<file path="src/rtl/alu_op_sequencer_if.sv">
// Handshake and datapath-strobe bundle between the ALU op sequencer
// and the bus datapath it controls.
interface alu_op_sequencer_if #(
    parameter int DATA_W  = 32,
    parameter int OP_W    = 5,
    parameter int RADDR_W = 4
);
    logic [DATA_W-1:0]  instr;
    logic               instr_valid;
    logic               instr_ready;
    logic [OP_W-1:0]    op_code;
    logic [RADDR_W-1:0] rd_sel;
    logic               rd_en;
    logic [DATA_W-1:0]  imm_out;
    logic               imm_en;
    logic               y_in;
    logic               z_in;
    logic               zlo_out;
    logic               zhi_out;
    logic [RADDR_W-1:0] wr_sel;
    logic               wr_en;
    logic               lo_in;
    logic               hi_in;
    logic               done;
    logic               err;

    modport master (
        output instr, instr_valid,
        input  instr_ready, op_code, rd_sel, rd_en, imm_out, imm_en,
        input  y_in, z_in, zlo_out, zhi_out, wr_sel, wr_en,
        input  lo_in, hi_in, done, err
    );

    modport slave (
        input  instr, instr_valid,
        output instr_ready, op_code, rd_sel, rd_en, imm_out, imm_en,
        output y_in, z_in, zlo_out, zhi_out, wr_sel, wr_en,
        output lo_in, hi_in, done, err
    );
endinterface

</file>
<file path="src/rtl/alu_op_sequencer.sv">
// ALU-class instruction sequencer: latches one instruction and steps the
// bus strobes through T3..T6 (operand to Y, ALU op into Z, Z writeback).
module alu_op_sequencer #(
    parameter int DATA_W  = 32,
    parameter int OP_W    = 5,
    parameter int RADDR_W = 4,
    parameter int IMM_W   = 19
) (
    input logic clk,
    input logic clr,
    alu_op_sequencer_if.slave bus
);
    localparam int RA_HI = DATA_W - OP_W - 1;
    localparam int RB_HI = RA_HI - RADDR_W;
    localparam int RC_HI = RB_HI - RADDR_W;

    typedef enum logic [2:0] {
        S_IDLE, S_T3, S_T4, S_T5, S_T6, S_ERR
    } state_t;

    typedef enum logic [2:0] {
        K_R, K_I, K_U, K_M, K_BAD
    } kind_t;

    function automatic kind_t kind_of(input logic [OP_W-1:0] op);
        kind_t k;
        case (op)
            5'b00011, 5'b00100, 5'b00101,
            5'b00110, 5'b00111, 5'b01000,
            5'b01001, 5'b01010, 5'b01011: k = K_R;
            5'b01100, 5'b01101, 5'b01110: k = K_I;
            5'b10001, 5'b10010:           k = K_U;
            5'b01111, 5'b10000:           k = K_M;
            default:                      k = K_BAD;
        endcase
        return k;
    endfunction

    state_t             state_q, state_d;
    logic [DATA_W-1:0]  ir_q, ir_d;
    logic               ready_q, ready_d;
    logic [OP_W-1:0]    op_q, op_d;
    logic [RADDR_W-1:0] rd_sel_q, rd_sel_d;
    logic               rd_en_q, rd_en_d;
    logic [DATA_W-1:0]  imm_q, imm_d;
    logic               imm_en_q, imm_en_d;
    logic               y_in_q, y_in_d;
    logic               z_in_q, z_in_d;
    logic               zlo_q, zlo_d;
    logic               zhi_q, zhi_d;
    logic [RADDR_W-1:0] wr_sel_q, wr_sel_d;
    logic               wr_en_q, wr_en_d;
    logic               lo_in_q, lo_in_d;
    logic               hi_in_q, hi_in_d;
    logic               done_q, done_d;
    logic               err_q, err_d;

    kind_t              kind_q, kind_d;
    logic [RADDR_W-1:0] ra_d, rb_d, rc_d;
    logic [IMM_W-1:0]   c_d;

    assign kind_q = kind_of(ir_q[DATA_W-1 -: OP_W]);

    always_comb begin
        state_d = state_q;
        ir_d    = ir_q;
        unique case (state_q)
            S_IDLE: begin
                if (bus.instr_valid) begin
                    ir_d = bus.instr;
                    if (kind_of(bus.instr[DATA_W-1 -: OP_W]) == K_BAD)
                        state_d = S_ERR;
                    else
                        state_d = S_T3;
                end
            end
            S_T3:    state_d = S_T4;
            S_T4:    state_d = S_T5;
            S_T5:    state_d = (kind_q == K_M) ? S_T6 : S_IDLE;
            S_T6:    state_d = S_IDLE;
            S_ERR:   state_d = S_IDLE;
            default: state_d = S_IDLE;
        endcase
    end

    // Outputs are registered from the next state so they stay pure
    // functions of the registered state and instruction.
    always_comb begin
        kind_d   = kind_of(ir_d[DATA_W-1 -: OP_W]);
        ra_d     = ir_d[RA_HI -: RADDR_W];
        rb_d     = ir_d[RB_HI -: RADDR_W];
        rc_d     = ir_d[RC_HI -: RADDR_W];
        c_d      = ir_d[IMM_W-1:0];
        ready_d  = (state_d == S_IDLE);
        imm_d    = {{(DATA_W-IMM_W){c_d[IMM_W-1]}}, c_d};
        op_d     = '0;
        rd_sel_d = '0;
        rd_en_d  = 1'b0;
        imm_en_d = 1'b0;
        y_in_d   = 1'b0;
        z_in_d   = 1'b0;
        zlo_d    = 1'b0;
        zhi_d    = 1'b0;
        wr_sel_d = '0;
        wr_en_d  = 1'b0;
        lo_in_d  = 1'b0;
        hi_in_d  = 1'b0;
        done_d   = 1'b0;
        err_d    = 1'b0;
        unique case (state_d)
            S_T3: begin
                rd_en_d  = 1'b1;
                y_in_d   = 1'b1;
                rd_sel_d = (kind_d == K_M) ? ra_d : rb_d;
            end
            S_T4: begin
                op_d   = ir_d[DATA_W-1 -: OP_W];
                z_in_d = 1'b1;
                if (kind_d == K_I) begin
                    imm_en_d = 1'b1;
                end else begin
                    rd_en_d  = 1'b1;
                    rd_sel_d = (kind_d == K_R) ? rc_d : rb_d;
                end
            end
            S_T5: begin
                zlo_d = 1'b1;
                if (kind_d == K_M) begin
                    lo_in_d = 1'b1;
                end else begin
                    wr_en_d  = 1'b1;
                    wr_sel_d = ra_d;
                    done_d   = 1'b1;
                end
            end
            S_T6: begin
                zhi_d   = 1'b1;
                hi_in_d = 1'b1;
                done_d  = 1'b1;
            end
            S_ERR:   err_d = 1'b1;
            default: ;
        endcase
    end

    always_ff @(posedge clk or negedge clr) begin
        if (!clr) begin
            state_q  <= S_IDLE;
            ir_q     <= '0;
            ready_q  <= 1'b1;
            op_q     <= '0;
            rd_sel_q <= '0;
            rd_en_q  <= 1'b0;
            imm_q    <= '0;
            imm_en_q <= 1'b0;
            y_in_q   <= 1'b0;
            z_in_q   <= 1'b0;
            zlo_q    <= 1'b0;
            zhi_q    <= 1'b0;
            wr_sel_q <= '0;
            wr_en_q  <= 1'b0;
            lo_in_q  <= 1'b0;
            hi_in_q  <= 1'b0;
            done_q   <= 1'b0;
            err_q    <= 1'b0;
        end else begin
            state_q  <= state_d;
            ir_q     <= ir_d;
            ready_q  <= ready_d;
            op_q     <= op_d;
            rd_sel_q <= rd_sel_d;
            rd_en_q  <= rd_en_d;
            imm_q    <= imm_d;
            imm_en_q <= imm_en_d;
            y_in_q   <= y_in_d;
            z_in_q   <= z_in_d;
            zlo_q    <= zlo_d;
            zhi_q    <= zhi_d;
            wr_sel_q <= wr_sel_d;
            wr_en_q  <= wr_en_d;
            lo_in_q  <= lo_in_d;
            hi_in_q  <= hi_in_d;
            done_q   <= done_d;
            err_q    <= err_d;
        end
    end

    assign bus.instr_ready = ready_q;
    assign bus.op_code     = op_q;
    assign bus.rd_sel      = rd_sel_q;
    assign bus.rd_en       = rd_en_q;
    assign bus.imm_out     = imm_q;
    assign bus.imm_en      = imm_en_q;
    assign bus.y_in        = y_in_q;
    assign bus.z_in        = z_in_q;
    assign bus.zlo_out     = zlo_q;
    assign bus.zhi_out     = zhi_q;
    assign bus.wr_sel      = wr_sel_q;
    assign bus.wr_en       = wr_en_q;
    assign bus.lo_in       = lo_in_q;
    assign bus.hi_in       = hi_in_q;
    assign bus.done        = done_q;
    assign bus.err         = err_q;
endmodule

</file>
<file path="src/flat_wrapper.sv">
// flat-port wrapper written by rule: the top's interface ports become plain ports
module alu_op_sequencer_flat 
#(
    parameter int DATA_W  = 32,
    parameter int OP_W    = 5,
    parameter int RADDR_W = 4,
    parameter int IMM_W   = 19
)
  (clk, clr, bus_instr, bus_instr_valid, bus_instr_ready, bus_op_code, bus_rd_sel, bus_rd_en, bus_imm_out, bus_imm_en, bus_y_in, bus_z_in, bus_zlo_out, bus_zhi_out, bus_wr_sel, bus_wr_en, bus_lo_in, bus_hi_in, bus_done, bus_err);
  alu_op_sequencer_if #(.DATA_W(DATA_W), .OP_W(OP_W), .RADDR_W(RADDR_W)) bus_i ();
  input logic clk;
  input logic clr;
  input wire logic [$bits(bus_i.instr)-1:0] bus_instr;
  input wire logic [$bits(bus_i.instr_valid)-1:0] bus_instr_valid;
  output wire logic [$bits(bus_i.instr_ready)-1:0] bus_instr_ready;
  output wire logic [$bits(bus_i.op_code)-1:0] bus_op_code;
  output wire logic [$bits(bus_i.rd_sel)-1:0] bus_rd_sel;
  output wire logic [$bits(bus_i.rd_en)-1:0] bus_rd_en;
  output wire logic [$bits(bus_i.imm_out)-1:0] bus_imm_out;
  output wire logic [$bits(bus_i.imm_en)-1:0] bus_imm_en;
  output wire logic [$bits(bus_i.y_in)-1:0] bus_y_in;
  output wire logic [$bits(bus_i.z_in)-1:0] bus_z_in;
  output wire logic [$bits(bus_i.zlo_out)-1:0] bus_zlo_out;
  output wire logic [$bits(bus_i.zhi_out)-1:0] bus_zhi_out;
  output wire logic [$bits(bus_i.wr_sel)-1:0] bus_wr_sel;
  output wire logic [$bits(bus_i.wr_en)-1:0] bus_wr_en;
  output wire logic [$bits(bus_i.lo_in)-1:0] bus_lo_in;
  output wire logic [$bits(bus_i.hi_in)-1:0] bus_hi_in;
  output wire logic [$bits(bus_i.done)-1:0] bus_done;
  output wire logic [$bits(bus_i.err)-1:0] bus_err;
  assign bus_i.instr = bus_instr;
  assign bus_i.instr_valid = bus_instr_valid;
  assign bus_instr_ready = bus_i.instr_ready;
  assign bus_op_code = bus_i.op_code;
  assign bus_rd_sel = bus_i.rd_sel;
  assign bus_rd_en = bus_i.rd_en;
  assign bus_imm_out = bus_i.imm_out;
  assign bus_imm_en = bus_i.imm_en;
  assign bus_y_in = bus_i.y_in;
  assign bus_z_in = bus_i.z_in;
  assign bus_zlo_out = bus_i.zlo_out;
  assign bus_zhi_out = bus_i.zhi_out;
  assign bus_wr_sel = bus_i.wr_sel;
  assign bus_wr_en = bus_i.wr_en;
  assign bus_lo_in = bus_i.lo_in;
  assign bus_hi_in = bus_i.hi_in;
  assign bus_done = bus_i.done;
  assign bus_err = bus_i.err;
  alu_op_sequencer #(.DATA_W(DATA_W), .OP_W(OP_W), .RADDR_W(RADDR_W), .IMM_W(IMM_W)) u_core (.clk(clk), .clr(clr), .bus(bus_i));
endmodule
</file>
<file path="config.mk">
export PLATFORM = sky130hd
export DESIGN_NAME = alu_op_sequencer_flat
export DESIGN_NICKNAME = d
export VERILOG_FILES = /design/src/rtl/alu_op_sequencer_if.sv /design/src/rtl/alu_op_sequencer.sv /design/src/flat_wrapper.sv
export SDC_FILE = /design/constraint.sdc
export NUM_CORES = 1
export LEC_CHECK = 0
export CAP_MARGIN = 20
export CORE_MARGIN = 2
export CORE_UTILIZATION = 30
export CTS_BUF_LIST = sky130_fd_sc_hd__clkbuf_4
export DETAILED_ROUTE_END_ITERATION = 7
export DONT_BUFFER_PORTS = 1
export PLACE_DENSITY = 0.48
export SYNTH_ARGS = -nofsm -noshare
export SYNTH_HDL_FRONTEND = slang
export SYNTH_SLANG_ARGS = --single-unit
</file>
<file path="constraint.sdc">
create_clock -name clk -period 1.8 [get_ports clk]
set_clock_uncertainty 0.05 [all_clocks]
set_input_delay 0.45 -clock clk [delete_from_list [all_inputs] [get_ports clk]]
set_output_delay 0.45 -clock clk [all_outputs]
set_load 0.01 [all_outputs]
</file>
Word-level counts from Yosys, hierarchy flattened
Memory sizes are Yosys's and may differ from the RTL's. Index checks and enable logic that the tools add are counted.

Register bits after elaboration: 78. Bits in read-only memories: 288. Input bits: 35. Output and inout port bits: 57. Word-level logic and storage cells: 64. Memories kept: 3.

Memory list: (name not given) (depth 32, width 3, rd ports 1, clocked after memory_dff 0, wr ports 0, line alu_op_sequencer.sv:27) `case (op)`; (name not given) (depth 32, width 3, rd ports 1, clocked after memory_dff 0, wr ports 0, line alu_op_sequencer.sv:27); (name not given) (depth 32, width 3, rd ports 1, clocked after memory_dff 0, wr ports 0, line alu_op_sequencer.sv:27).

Equal/unequal tests: 12. Mux-type cells: 29. Reduce and logical (&&, ||, !) cells: 3.

Operators by type and width (number): $mux W32 (2); $mux W4 (5); $eq A3 B2 Y1 const B (6); $mux W3 (5); $mux W1 (12); $pmux W3 S4 (1); $eq A3 B1 Y1 const B (3); $eq A3 B3 Y1 const B (3); $logic_not A3 Y1 (3); $pmux W4 S2 (1); $mux W5 (1); $pmux W1 S2 (2).

Logic depth before layout (Yosys ltp)
An unclocked memory read counts as a cell.

Depth in word-level cells: 9. Depth in mapped cells: 6. Depth with buffers taken out: 4.

Least setup slack after synthesis
OpenSTA, ideal clock, no wires.

Path kind: input to register. Start: input bus_instr[29]. End: register u_core.rd_sel_q[0] (netlist: u_core.bus.rd_sel[0]). Library setup time: 0.128 ns. Data arrival time: 1.479 ns. Required time: 1.622 ns. Setup slack: 0.143 ns. Stages: 4. Path buffers: 0. Cell sequence: or4_4 > mux2i_4 > mux2i_1 > o22ai_1.

Word-level cells in the longest chain between the ends: 9. Elaborated cells between the ends (all ways): 19. Those cells by class: eq/ne: 5; mux: 11; reduce/logical: 1; memory: 2.

Ends and longest elaborated chain: from (decl) (line flat_wrapper.sv:13) `input wire logic [$bits(bus_i.instr)-1:0] bus_instr;`; $mem_v2 Z32 W3; $mux W3 (line alu_op_sequencer.sv:69) `if (bus.instr_valid) begin`; $mux W3 (line alu_op_sequencer.sv:67) `unique case (state_q)`; $eq A3 B3 Y1 (line alu_op_sequencer.sv:71) `if (kind_of(bus.instr[DATA_W-1 -: OP_W]) == K_BAD)`; $mux W3 (line alu_op_sequencer.sv:71); $mux W3 (line alu_op_sequencer.sv:69); $pmux W3 S4 (line alu_op_sequencer.sv:67); $eq A3 B2 Y1 / $eq A3 B1 Y1 (equally long branches) (line alu_op_sequencer.sv:110) `unique case (state_d)`; $pmux W4 S2 (*) (line alu_op_sequencer.sv:110); named net u_core.rd_sel_d[0] (line alu_op_sequencer.sv:43) `logic [RADDR_W-1:0] rd_sel_q, rd_sel_d;`; to (signal assigned) (line alu_op_sequencer.sv:171) `rd_sel_q <= rd_sel_d;`; to (decl) (line alu_op_sequencer.sv:43).

The timed path passes the listed nets; every way through them passes the cells marked *. The select of a mux whose other input is x is not followed.

Final worst setup path
Start: register u_core.state_q[1]. End: register u_core.rd_sel_q[0] (netlist: u_core.bus.rd_sel[0]).

Word-level cells in the longest chain between the ends: 7. Elaborated cells between the ends (all ways): 17. Those cells by class: eq/ne: 7; mux: 7; reduce/logical: 2; memory: 1.

Ends and longest elaborated chain: from (decl) (line alu_op_sequencer.sv:39) `state_t state_q, state_d;`; from (signal assigned) (line alu_op_sequencer.sv:167) `state_q <= state_d;`; $logic_not A3 Y1 (line alu_op_sequencer.sv:67); $mux W32 (line alu_op_sequencer.sv:67); $mem_v2 Z32 W3; $logic_not A3 Y1 (line alu_op_sequencer.sv:123) `rd_sel_d = (kind_d == K_R) ? rc_d : rb_d;`; $mux W4 (line alu_op_sequencer.sv:123); $mux W4 (line alu_op_sequencer.sv:119) `if (kind_d == K_I) begin`; $pmux W4 S2 (*) (line alu_op_sequencer.sv:110); named net u_core.rd_sel_d[0] (line alu_op_sequencer.sv:43).

The timed path passes the listed nets; every way through them passes the cells marked *.

==> metrics.md <==
| Metric | Value |
|---|---|
| Status | `finished clean` |
| Total GRT Usage | `11.8%` |
| Drt via density | `4.71` |
| RD Place Congestion | `0.698` |
| DR WL/cell | `17.9 um` |
| Worst Hold Slack | `146 ps` |
| RR Startpoint | `u_core.state_q[1]$_DFF_PN0_` |
| Met2 Use GR | `19.0%` |
| Clk_lat worst skew | `400 ps` |
| Post-route insts no fill | `285` |
| Syn. warnings | `0` |
| Worst slew pin tran | `516 ps` |
| Worst Slack Setup Final | `77.5 ps` |
| Final Setup Violations | `0` |
| RSZ-0062 raised after global routing | `true` |
| Slew HR | `64.9%` |
| Worst slack at placement | `2.81 ps` |
| Die Ht | `96.5 um` |
| WP data required | `2060 ps` |
| Startpoint types | `flop` |
| NetSw | `1.79 mW` |
| Clk Tree Root Cell | `clkbuf_4` |
| Hold Path End | `u_core.ir_q[12]$_DFFE_PN0P_` |
| Fin. Hold Viols | `0` |
| Tightest Hold Check Type | `input port to flop` |
| Top-count cell post-synth | `dfrtp_1` |
| Syn nets | `226` |
| Critical Path End Type | `flop` |
| Total Nets Final | `210` |
| Worst setup path class | `flop to flop` |
| EDFF count, synth | `0` |
| Synth top cells by count | `dfrtp_1, buf_4, mux2_2` |
| H-tree levels | `3` |
| P_leak | `1.20 nW` |
| Synth cell types | `30` |
| VDD IR-drop max | `551 uV` |
| Initial antenna violation count | `0` |
| Area added between synthesis and finish | `3.41%` |
| Layout cells sized above 1 | `37.8%` |
| Die ar. | `9310 um2` |
| Share of the synthesized area in the top cell type | `56.5%` |
| Crit path DAT | `1980 ps` |
| Post-synthesis sequential area ratio | `57.6%` |
| Initial Util | `31.1%` |
| Power Total | `4.92 mW` |
| CTS tree | `done` |
| Initial DRC Count | `29` |
| DRC Markers | `0` |
| Post-CTS setup buffers | `0` |
| Combinational power share | `30.6%` |
| Tcrit/Tclk final | `95.7%` |
| Final Critical Period | `1720 ps` |
| Met3 Use GR | `6.05%` |
| Max Cap Viol | `0` |
| Rows | `33` |
| Reg power frac | `50.9%` |
| WHS Path Cells | `1` |
| Pre-antenna DRT Iters | `4` |
| Global-route wire length before repair | `7930 um` |
| Global routing's busiest layer | `met2` |
| Synth Area per Inst | `13.4 um2` |
| IO buf count | `0` |
| Synth area leaders | `dfrtp_1, mux2_2, buf_4` |
| Antenna cells | `0` |
| Sw frac | `36.4%` |
| Final design utilization | `32.2%` |
| Final Max Tran Viols | `0` |
| Via count | `1342` |
| Asr flop ratio synth | `100%` |
| Grt ovf | `0` |
| DRT Wirelength | `5100 um` |
| Routing usage on met1 | `13.1%` |
| Worst Setup SP | `u_core.state_q[1]$_DFF_PN0_` |
| Clock power share | `18.5%` |
| Synth Cell Area | `2570 um2` |
| Max Fclk | `581 MHz` |
| Cell Pwr Density | `1850 nW/um2` |
| Clock tree buffer depth | `2` |
| Number of synthesized register bits | `59` |
| Total clock sinks | `59` |
| Mapped Cells | `191` |
| R2r setup slk | `80 ps` |
| Area of the core | `8260 um2` |
| Internal | `3.12 mW` |
| Final ANT Viol Nets | `0` |
| Post-synth top area cell | `dfrtp_1` |
| Crit path max fanout | `16` |
| Number of global-route vias before repair | `1556` |
| Num CTS Buffers | `9` |
| Reg2Reg Depth | `6` |
| RR Endpoint | `u_core.bus.rd_sel[0]$_DFF_PN0_` |
| Hpwl dp | `3570 um` |
| I/O pins | `92` |
| Top FF cell, synth | `dfrtp_1` |
| Clock transition at the registers of the reported paths | `100 ps` |
| Largest net degree at the start of global routing | `60` |
| Placed Cells | `267` |
| Hold wc startpoint | `bus_instr[12]` |
| Die Span X | `96.5 um` |
[power groups by stage]
stage,logic (mW),clock network (mW),registers [mW]
2_1_floorplan,1.76,0,2.33
3_3_place_gp,1.43,0,2.53
3_5_place_dp,1.48,0,2.55
4_1_cts,1.52,0.957,2.52
5_1_grt,1.68,1.01,2.60
6_report,1.50,0.912,2.50
[cells by family after synthesis]
| family | synth area share (%) |
|---|---|
| flip-flops | 57.6 |
| multiplexers | 18.9 |
| buffers and inverters | 11.5 |
| AND/OR/NAND/NOR | 8.48 |
| AO/OA/AOI/OAI | 3.26 |
| XOR/XNOR | 0.341 |
[timing repair]
action,CTS,global route
setup endpoints to repair,0,4
hold buffers,2,0
resized for setup,0,1
endpoints found under the hold margin,59,0
[sequential cells by signal, summed over array words and instances, names as in the netlist]
register,count
u_core.ir_q,32
u_core.bus.op_code,5
u_core.bus.rd_sel,4
u_core.bus.wr_sel,4
u_core.state_q,3
u_core.bus.done,1
u_core.bus.err,1
u_core.bus.hi_in,1
u_core.bus.imm_en,1
u_core.bus.instr_ready,1
u_core.bus.lo_in,1
u_core.bus.rd_en,1
u_core.bus.wr_en,1
u_core.bus.y_in,1
u_core.bus.z_in,1
u_core.bus.zlo_out,1
[routing by layer]
| layer | share of wire (%) | vias to the layer above |
|---|---|---|
| met3 | 10 | 11 |
| li1 | - | 593 |
| met4 | 1.8 | 0 |
| met2 | 48 | 69 |
| met5 | 0 | - |
| met1 | 40 | 669 |
[worst max-delay path by stage]
stage / to
after floorplan: u_core.bus.rd_sel[0]$_DFF_PN0_
after global placement: u_core.bus.rd_sel[3]$_DFF_PN0_
after detailed placement: u_core.bus.rd_sel[0]$_DFF_PN0_
after CTS: u_core.bus.wr_sel[3]$_DFF_PN0_
after global routing: u_core.bus.rd_sel[0]$_DFF_PN0_
final: u_core.bus.rd_sel[0]$_DFF_PN0_
[final cells by class]
class / count / area (um2)
clock buffer: 10 / 75.1
sequential: 59 / 1480
fill: 844 / 5600
multi-input combinational: 91 / 798
inverter: 3 / 11.3
tap: 105 / 131
timing repair buffer: 11 / 105
clock inverter: 6 / 56.3
[layout by cell type (no fill, tap or decap), types with 2 or more instances in the layout]
cell      count
clkbuf_4     10
clkinv_2      3
buf_4         9
mux2_2       33
inv_1         3
and2_1        5
nor2_1        3
or2_2         5
mux2i_1       8
nand2b_1      3
nor3_1        2
dfrtp_1      58
o22ai_1       4
nand2_1       4
a211oi_1      2
a21oi_1       4
and3_1        5
[stage by stage]
step                setup TNS [ps]  instance area, um2
floorplan                        0                2570
global placement                 0                2480
detailed placement               0                2480
CTS                              0                2650
global route                 -13.0                2660
finish                           0                2660
[critical path, stage by stage (launching register included)]
cell     delay (ps)
dfrtp_1         420
nor4b_4         290
buf_4           290
buf_4           210
or2_2           110
mux2i_1          60
o22ai_1         190
Power figures use the tool's default switching activity.
